==> src/rtl/div_unit_pkg.sv <==
// div_unit_pkg -- shared types and constants for the radix-2 restoring divider.
//   div_state_e : FSM state encoding (FREE / BYZERO / ON / END)
//   DIV_*       : handshake level constants used by the EX-stage interface
package div_unit_pkg;

  typedef enum logic [1:0] {
    DIV_FREE   = 2'b00,
    DIV_BYZERO = 2'b01,
    DIV_ON     = 2'b10,
    DIV_END    = 2'b11
  } div_state_e;

  localparam logic DIV_RESULT_READY     = 1'b1;
  localparam logic DIV_RESULT_NOT_READY = 1'b0;
  localparam logic DIV_START            = 1'b1;
  localparam logic DIV_STOP             = 1'b0;
  localparam logic DIV_ANNUL            = 1'b1;

endpackage

==> src/rtl/div_unit_sign_fix.sv <==
// div_unit_sign_fix -- combinational sign handling around the unsigned core.
//   Input side : signed_i, opdata1_i, opdata2_i -> magnitudes abs1_o/abs2_o and
//                the sign flags q_neg_o (operand signs differ) / r_neg_o (dividend negative).
//   Output side: quot_i/rem_i magnitudes plus q_neg_i/r_neg_i -> signed quot_o/rem_o.
//   Negating 0x80..0 yields 0x80..0, which gives the required wrap for MIN / -1.
module div_unit_sign_fix #(
  parameter int WIDTH = 32
) (
  input  logic             signed_i,
  input  logic [WIDTH-1:0] opdata1_i,
  input  logic [WIDTH-1:0] opdata2_i,
  output logic [WIDTH-1:0] abs1_o,
  output logic [WIDTH-1:0] abs2_o,
  output logic             q_neg_o,
  output logic             r_neg_o,
  input  logic [WIDTH-1:0] quot_i,
  input  logic [WIDTH-1:0] rem_i,
  input  logic             q_neg_i,
  input  logic             r_neg_i,
  output logic [WIDTH-1:0] quot_o,
  output logic [WIDTH-1:0] rem_o
);

  logic neg1, neg2;

  assign neg1    = signed_i & opdata1_i[WIDTH-1];
  assign neg2    = signed_i & opdata2_i[WIDTH-1];
  assign abs1_o  = neg1 ? (~opdata1_i + WIDTH'(1'b1)) : opdata1_i;
  assign abs2_o  = neg2 ? (~opdata2_i + WIDTH'(1'b1)) : opdata2_i;
  assign q_neg_o = neg1 ^ neg2;
  assign r_neg_o = neg1;

  assign quot_o  = q_neg_i ? (~quot_i + WIDTH'(1'b1)) : quot_i;
  assign rem_o   = r_neg_i ? (~rem_i + WIDTH'(1'b1)) : rem_i;

endmodule

==> src/rtl/div_unit.sv <==
// div_unit -- multi-cycle radix-2 restoring divider for DIV/DIVU.
//   clk, rst (async active-high) ; signed_div_i selects DIV vs DIVU
//   opdata1_i dividend, opdata2_i divisor (sampled only when a start is accepted in FREE)
//   start_i request (held until result consumed), annul_i abort (priority over start_i)
//   result_o {remainder, quotient}, ready_o result valid, busy_o division in progress
//   Optional macro DIV_BYZERO_FLAG_EN adds div_by_zero_o, raised with ready_o for x/0.
// One iteration per edge for WIDTH edges; all outputs are registered.
module div_unit
  import div_unit_pkg::*;
#(
  parameter int WIDTH = 32
) (
  input  logic               clk,
  input  logic               rst,
  input  logic               signed_div_i,
  input  logic [WIDTH-1:0]   opdata1_i,
  input  logic [WIDTH-1:0]   opdata2_i,
  input  logic               start_i,
  input  logic               annul_i,
  output logic [2*WIDTH-1:0] result_o,
  output logic               ready_o,
`ifdef DIV_BYZERO_FLAG_EN
  output logic               div_by_zero_o,
`endif
  output logic               busy_o
);

  localparam int CNT_W = $clog2(WIDTH + 1);

  div_state_e         state_q, state_d;
  logic [CNT_W-1:0]   cnt_q, cnt_d;
  logic [WIDTH-1:0]   dvd_q, dvd_d;    // dividend bits shift out, quotient bits shift in
  logic [WIDTH-1:0]   dvsr_q, dvsr_d;
  logic [WIDTH-1:0]   rem_q, rem_d;
  logic               q_neg_q, q_neg_d;
  logic               r_neg_q, r_neg_d;
  logic [2*WIDTH-1:0] result_q, result_d;
  logic               ready_q, ready_d;
  logic               busy_q, busy_d;

  logic [WIDTH-1:0]   abs1, abs2, quot_fix, rem_fix, iter_rem, iter_quot;
  logic               q_neg_in, r_neg_in, qbit;
  logic [WIDTH:0]     trial, diff;

  div_unit_sign_fix #(.WIDTH(WIDTH)) u_sign_fix (
    .signed_i  (signed_div_i),
    .opdata1_i (opdata1_i),
    .opdata2_i (opdata2_i),
    .abs1_o    (abs1),
    .abs2_o    (abs2),
    .q_neg_o   (q_neg_in),
    .r_neg_o   (r_neg_in),
    .quot_i    (iter_quot),
    .rem_i     (iter_rem),
    .q_neg_i   (q_neg_q),
    .r_neg_i   (r_neg_q),
    .quot_o    (quot_fix),
    .rem_o     (rem_fix)
  );

  // Trial subtract on WIDTH+1 bits: the borrow bit says whether the divisor fits.
  assign trial     = {rem_q, dvd_q[WIDTH-1]};
  assign diff      = trial - {1'b0, dvsr_q};
  assign qbit      = ~diff[WIDTH];
  assign iter_rem  = qbit ? diff[WIDTH-1:0] : trial[WIDTH-1:0];
  assign iter_quot = {dvd_q[WIDTH-2:0], qbit};

  // Next-state, datapath and registered-output logic of the divider FSM.
  always_comb begin
    state_d  = state_q;
    cnt_d    = cnt_q;
    dvd_d    = dvd_q;
    dvsr_d   = dvsr_q;
    rem_d    = rem_q;
    q_neg_d  = q_neg_q;
    r_neg_d  = r_neg_q;
    result_d = result_q;
    ready_d  = ready_q;
    busy_d   = 1'b0;
    case (state_q)
      DIV_FREE: begin
        if (start_i == DIV_START && annul_i != DIV_ANNUL) begin
          if (opdata2_i == {WIDTH{1'b0}}) begin
            state_d = DIV_BYZERO;
          end else begin
            state_d = DIV_ON;
          end
          cnt_d   = {CNT_W{1'b0}};
          dvd_d   = abs1;
          dvsr_d  = abs2;
          rem_d   = {WIDTH{1'b0}};
          q_neg_d = q_neg_in;
          r_neg_d = r_neg_in;
          busy_d  = 1'b1;
        end else begin
          state_d = DIV_FREE;
        end
      end
      DIV_BYZERO: begin
        if (annul_i == DIV_ANNUL) begin
          state_d = DIV_FREE;
        end else begin
          state_d  = DIV_END;
          result_d = {2*WIDTH{1'b0}};
          ready_d  = DIV_RESULT_READY;
        end
      end
      DIV_ON: begin
        if (annul_i == DIV_ANNUL) begin
          state_d = DIV_FREE;
        end else begin
          rem_d = iter_rem;
          dvd_d = iter_quot;
          cnt_d = cnt_q + CNT_W'(1);
          if (cnt_q == CNT_W'(WIDTH - 1)) begin
            state_d  = DIV_END;
            ready_d  = DIV_RESULT_READY;
            result_d = {rem_fix, quot_fix};
          end else begin
            busy_d = 1'b1;
          end
        end
      end
      DIV_END: begin
        if (annul_i == DIV_ANNUL || start_i == DIV_STOP) begin
          state_d  = DIV_FREE;
          ready_d  = DIV_RESULT_NOT_READY;
          result_d = {2*WIDTH{1'b0}};
        end else begin
          state_d = DIV_END;
        end
      end
      default: begin
        state_d  = DIV_FREE;
        ready_d  = DIV_RESULT_NOT_READY;
        result_d = {2*WIDTH{1'b0}};
      end
    endcase
  end

  // State, datapath and output registers.
  always_ff @(posedge clk or posedge rst) begin
    if (rst) begin
      state_q  <= DIV_FREE;
      cnt_q    <= {CNT_W{1'b0}};
      dvd_q    <= {WIDTH{1'b0}};
      dvsr_q   <= {WIDTH{1'b0}};
      rem_q    <= {WIDTH{1'b0}};
      q_neg_q  <= 1'b0;
      r_neg_q  <= 1'b0;
      result_q <= {2*WIDTH{1'b0}};
      ready_q  <= DIV_RESULT_NOT_READY;
      busy_q   <= 1'b0;
    end else begin
      state_q  <= state_d;
      cnt_q    <= cnt_d;
      dvd_q    <= dvd_d;
      dvsr_q   <= dvsr_d;
      rem_q    <= rem_d;
      q_neg_q  <= q_neg_d;
      r_neg_q  <= r_neg_d;
      result_q <= result_d;
      ready_q  <= ready_d;
      busy_q   <= busy_d;
    end
  end

`ifdef DIV_BYZERO_FLAG_EN
  logic dbz_q, dbz_d;

  // Flag follows the END state and remembers whether END was entered from BYZERO.
  always_comb begin
    if (state_d == DIV_END) begin
      dbz_d = dbz_q | (state_q == DIV_BYZERO);
    end else begin
      dbz_d = 1'b0;
    end
  end

  // Divide-by-zero flag register.
  always_ff @(posedge clk or posedge rst) begin
    if (rst) begin
      dbz_q <= 1'b0;
    end else begin
      dbz_q <= dbz_d;
    end
  end

  assign div_by_zero_o = dbz_q;
`endif

  assign result_o = result_q;
  assign ready_o  = ready_q;
  assign busy_o   = busy_q;

endmodule
==> config.mk <==
export PLATFORM = sky130hd
export DESIGN_NAME = div_unit
export DESIGN_NICKNAME = d
export VERILOG_FILES = /design/src/rtl/div_unit_pkg.sv /design/src/rtl/div_unit_sign_fix.sv /design/src/rtl/div_unit.sv
export SDC_FILE = /design/constraint.sdc
export NUM_CORES = 1
export LEC_CHECK = 0
export ABC_AREA = 1
export CORE_MARGIN = 1
export CORE_UTILIZATION = 35
export DETAILED_ROUTE_END_ITERATION = 8
export PLACE_DENSITY_LB_ADDON = 0.1
export SLEW_MARGIN = 20
export SYNTH_ARGS = -nofsm -noshare
export SYNTH_HDL_FRONTEND = slang
export SYNTH_HIERARCHICAL = 1
export SYNTH_SLANG_ARGS = --single-unit
==> constraint.sdc <==
create_clock -name clk -period 13.9 [get_ports clk]
set_clock_uncertainty 0.05 [all_clocks]
set_input_delay 3.475 -clock clk [delete_from_list [all_inputs] [get_ports clk]]
set_output_delay 3.475 -clock clk [all_outputs]
set_load 0.03 [all_outputs]
Yosys cells after proc, flatten, opt, wreduce, memory -nomap -nowiden
Cells that the tools add are included.
{"block": "classes", "addsub": 6, "n_eq_ne": 10, "n_mux": 35, "bitwise": 10, "reduce_logical": 9}
{"op": "$mux W32", "count": 9}
{"op": "$mux W64", "count": 4}
{"op": "$pmux W64 S3", "count": 1}
{"op": "$add A32 B1 Y32 const B", "count": 4}
{"op": "$not A32 Y32", "count": 4}
{"op": "$pmux W32 S2", "count": 2}
{"op": "$sub A33 B32 Y33", "count": 1}
{"op": "$logic_not A32 Y1", "count": 1}
{"op": "$mux W2", "count": 6}
{"op": "$mux W6", "count": 2}
{"op": "$pmux W6 S2", "count": 1}
{"op": "$ne A2 B2 Y1 const B", "count": 5}
{"op": "$pmux W2 S4", "count": 1}
{"op": "$mux W1", "count": 7}
{"op": "$add A6 B1 Y6 const B", "count": 1}
{"op": "$eq A6 B5 Y1 const B", "count": 1}
{"op": "$reduce_and A5 Y1", "count": 1}
{"op": "$eq A2 B2 Y1 const B", "count": 2}
{"op": "$ne A3 B3 Y1 const B", "count": 1}
{"op": "$not A1 Y1", "count": 3}
{"op": "$pmux W1 S3", "count": 1}
{"op": "$reduce_and A3 Y1", "count": 1}
{"op": "$reduce_bool A3 Y1", "count": 1}
{"op": "$and A1 B1 Y1", "count": 2}
{"op": "8 further kinds", "count": 8}
{"block": "totals", "ff_bits": 172, "word_cells": 80}

Longest topological paths before layout
{"block": "depth", "ltp_word": 8, "depth_mapped": 28, "depth_no_buf": 27}

By module
Netlist, hierarchy kept.
{"module": "div_unit", "n_inst": 1, "cells_per_inst": 1506, "area_per_inst_um2": 10361.2, "seq_area_each_um2": 4304.1}
{"module": "div_unit_sign_fix", "n_inst": 1, "cells_per_inst": 921, "area_per_inst_um2": 4129.0, "seq_area_each_um2": 0.0}

Least setup slack after synthesis
Ideal clock, no wire load.
{"block": "synth_path", "kind": "in2reg", "from": "input annul_i", "to": "register rem_q[10]", "arrival_ps": 4628, "setup_slack_ps": 9156, "cell_stages": 10, "path_buffers": 1, "cell_sequence": "inv_2 > nand2_1 > nor2_1 > inv_1 > o21ai_2 > inv_2 > nor2_4 > buf_2 > nand3_1 > nand2_1"}
{"block": "synth_between", "elab_chain_len": 4, "elab_cells_between_ends": 5, "classes_between": "eq/ne: 2; bitwise: 1; reduce/logical: 2"}
{"item": "start, declared", "line": "div_unit.sv:19", "rtl": "input logic annul_i,"}
{"item": "$not A1 Y1", "line": "div_unit.sv:82", "rtl": "if (start_i == DIV_START && annul_i != DIV_ANNUL) begin"}
{"item": "$logic_and A1 B1 Y1", "line": "div_unit.sv:82"}
{"item": "$ne A2 B2 Y1 (no line)"}
{"item": "$reduce_and A3 Y1 (no line) (*)"}
{"item": "end signal, assigned", "line": "div_unit.sv:148", "rtl": "rem_q <= {WIDTH{1'b0}};"}
{"item": "end signal, assigned", "line": "div_unit.sv:159", "rtl": "rem_q <= rem_d;"}
{"item": "end, declared", "line": "div_unit.sv:34", "rtl": "logic [WIDTH-1:0] rem_q, rem_d;"}
Every way passes the cells marked *; elsewhere a longest branch is shown, timed or not.
A chain may end at the register's enable or synchronous reset.

Worst setup path in the final report
{"block": "layout_path", "from": "input annul_i", "to": "register rem_q[24]"}
Same word-level chain as after synthesis.

==> flow_summary.json <==
{
  "status": "completed",
  "layout_common_cells": "nand2_1, inv_1, nor2_1",
  "ys_async_sr_fraction_pct": 100,
  "worstPathRequired_ns": 14.22,
  "hp-start": "result_o[43]$_DFFE_PP0P_",
  "ys.warnings.count": 6,
  "cts_max_level": 4,
  "post_drt_wl_per_cell_um": 14.6,
  "grt_usage_pct": 21.6,
  "hpwl_mm": 35.5,
  "path_clk_slew_ns": 0.07,
  "crit_slowest_cell": "nor2_4",
  "chipHeight_um": 205,
  "yosysTopAreaCell": "dfrtp_1",
  "synth_top_cell_area_share_pct": 29.7,
  "fin_cells": 3062,
  "grt_pass1_wl_mm": 71.4,
  "grt_util_met3_pct": 2.63,
  "vdd_drop_max_mv": 0.101,
  "start_util_pct": 35.5,
  "ant_nets": 0,
  "cts_resized": 0,
  "clock-sinks": 172,
  "worst_pin_slew_ns": 0.960,
  "critPathCaptureType": "flop",
  "final_common_cell": "nand2_1",
  "hold_path_class": "flop to flop",
  "dieArea_mm2": 0.0422,
  "hold_violations": 0,
  "antenna_found_initial": 0,
  "synthCells": 2427,
  "grt_start_max_net_pins": 100,
  "max_freq_mhz": 165,
  "fin_util_pct": 41.1,
  "cp-start-kind": "input pin",
  "ys_seq_elements": 172,
  "cts_root_buf": "clkbuf_16",
  "max_slew_margin_pct": 36.0,
  "cts.path.max_buffers": 2,
  "vias": 14500,
  "gr-total-overflow": 0,
  "io_buffers": 134,
  "report.final.slew_viol_count": 0,
  "die_w_um": 205,
  "postCtsHoldBufs": 0,
  "place_congestion": 0.887,
  "dpl.cell_count": 3030,
  "syn-num-nets": 2538,
  "crit_fanout": 68,
  "max_cap_violations": 0,
  "cts_tree": "yes",
  "period_share_pct": 43.6,
  "critPathArrivalTime_ns": 6.38,
  "synth.distinct_cells": 38,
  "postSynthAreaPerCell_um2": 5.97,
  "n_antenna_cell": 0,
  "drcViolationCount": 0,
  "top_usage_layer": "met1",
  "grt_pass1_vias": 13400,
  "cpPeakStageDelay_ns": 0.75,
  "total_leakage_power_nw": 8.75,
  "use_met2_pct": 30.8,
  "clk_latency_ns": 0.45,
  "core_area_mm2": 0.0408,
  "rows": 74,
  "gr-usage-met1_pct": 34.1,
  "firstDrtPassIters": 5,
  "io_pins": 135,
  "post_cts_buffers": 0,
  "worst-setup-path-type": "input pin to flop",
  "tns_ns": 0,
  "cp-startpoint": "annul_i",
  "synth_ff_type": "dfrtp_1",
  "path_cells": "clkdlybuf4s50_1, inv_2, nand2_1, nor2_4, buf_4, inv_1, o21ai_4, inv_2, nor2_4, nand3_1, nand2_1",
  "timing.rr.start": "dvd_q[31]$_DFFE_PP0P_",
  "wl_mm": 44.8,
  "cts_made_buffers": 17,
  "synthTopCellsByArea": "dfrtp_1, nand2_1, inv_1",
  "grt_setup_unrepaired": "false",
  "power_per_cell_area_mw_per_mm2": 174,
  "drive_gt1_share_pct": 4.23,
  "syn_to_final_growth_pct": 15.9,
  "seq_area_frac_synth_pct": 29.7,
  "setup_viol": 0,
  "routed_via_density": 4.72,
  "fin_nets": 2629,
  "fin_crit_ns": 6.06,
  "mappedNetlistArea_mm2": 0.0145,
  "synth-edff-count": 0,
  "final.fill_count": 4479,
  "drtIter0Drc": 937
}
## registers in the layout, summed over array words and instances, names as in the netlist, 2 cells and up
register  count
dvsr_q       32
rem_q        32
dvd_q        32
cnt_q         6
state_q       2
result_o     64
## where the power goes
group / switching [mW] / internal [mW]
combinational: 1.09 / 0.533
clock: 0.232 / 0.252
sequential: 0.149 / 0.670
total: 1.47 / 1.45
## final timing paths
kind	cells past startpoint	endpoint	slack [ns]
min	2	result_o[43]$_DFFE_PP0P_	0.43
max	11	rem_q[24]$_DFFE_PP0P_	7.84
max reg2reg	25	result_o[56]$_DFFE_PP0P_	9.85
min in group asynchronous	2	result_o[24]$_DFFE_PP0P_	3.54
max in group asynchronous	3	rem_q[0]$_DFFE_PP0P_	8.74
min reg2reg	2	result_o[43]$_DFFE_PP0P_	0.43
## routing by layer
layer	routed length [µm]	part of all wire [%]
met1	24100	54
met2	18000	40
met3	2250	5.0
met4	465	1.0
met5	0	0
## area by class of cell
cell class                      instances  area [µm²]  area share, %
Clock buffer                           18         429           2.55
Clock inverter                         13         133          0.790
Inverter                              315        1190           7.07
Multi-Input combinational cell       1870        8660           51.5
Sequential cell                       172        4300           25.6
Tap cell                              532         666           3.96
Timing Repair Buffer                  142        1420           8.46
## cells in the mapped netlist, types with 28 or more instances
cell	count
nor2_1	280
xnor2_1	42
a31oi_1	34
dfrtp_1	172
xor2_1	28
nand2_1	1019
and2_1	29
ha_1	41
clkbuf_1	33
inv_1	308
nand3_1	127
o21ai_0	130
## critical path, delay by kind of cell
kind	cells	cell delay (ns)
and+or+nand+nor	5	1.16
buffers and inverters	5	1.55
AOI/OAI and AO/OA	1	0.14
## metrics by stage
step | worst slack, ns | hold WS (ns) | area [µm²] | total power [mW]
floorplan | 5.71 | 0.393 | 14500 | 1.93
global placement | 7.44 | 0.418 | 16200 | 2.43
detailed placement | 7.37 | 0.422 | 16200 | 2.44
CTS | 7.83 | 0.440 | 16800 | 2.94
global route | 7.53 | 0.458 | 16800 | 3.18
finish | 7.84 | 0.433 | 16800 | 2.92
## cell families after synthesis
| family | share of synthesized area, % |
|---|---|
| flip-flops | 29.7 |
| AND/OR/NAND/NOR | 43.9 |
| AO/OA/AOI/OAI | 7.74 |
| XOR/XNOR | 4.23 |
| adder cells (fa/ha/maj) | 3.68 |
| buffers and inverters | 10.7 |
No activity file was read; power rests on OpenSTA's default activity.
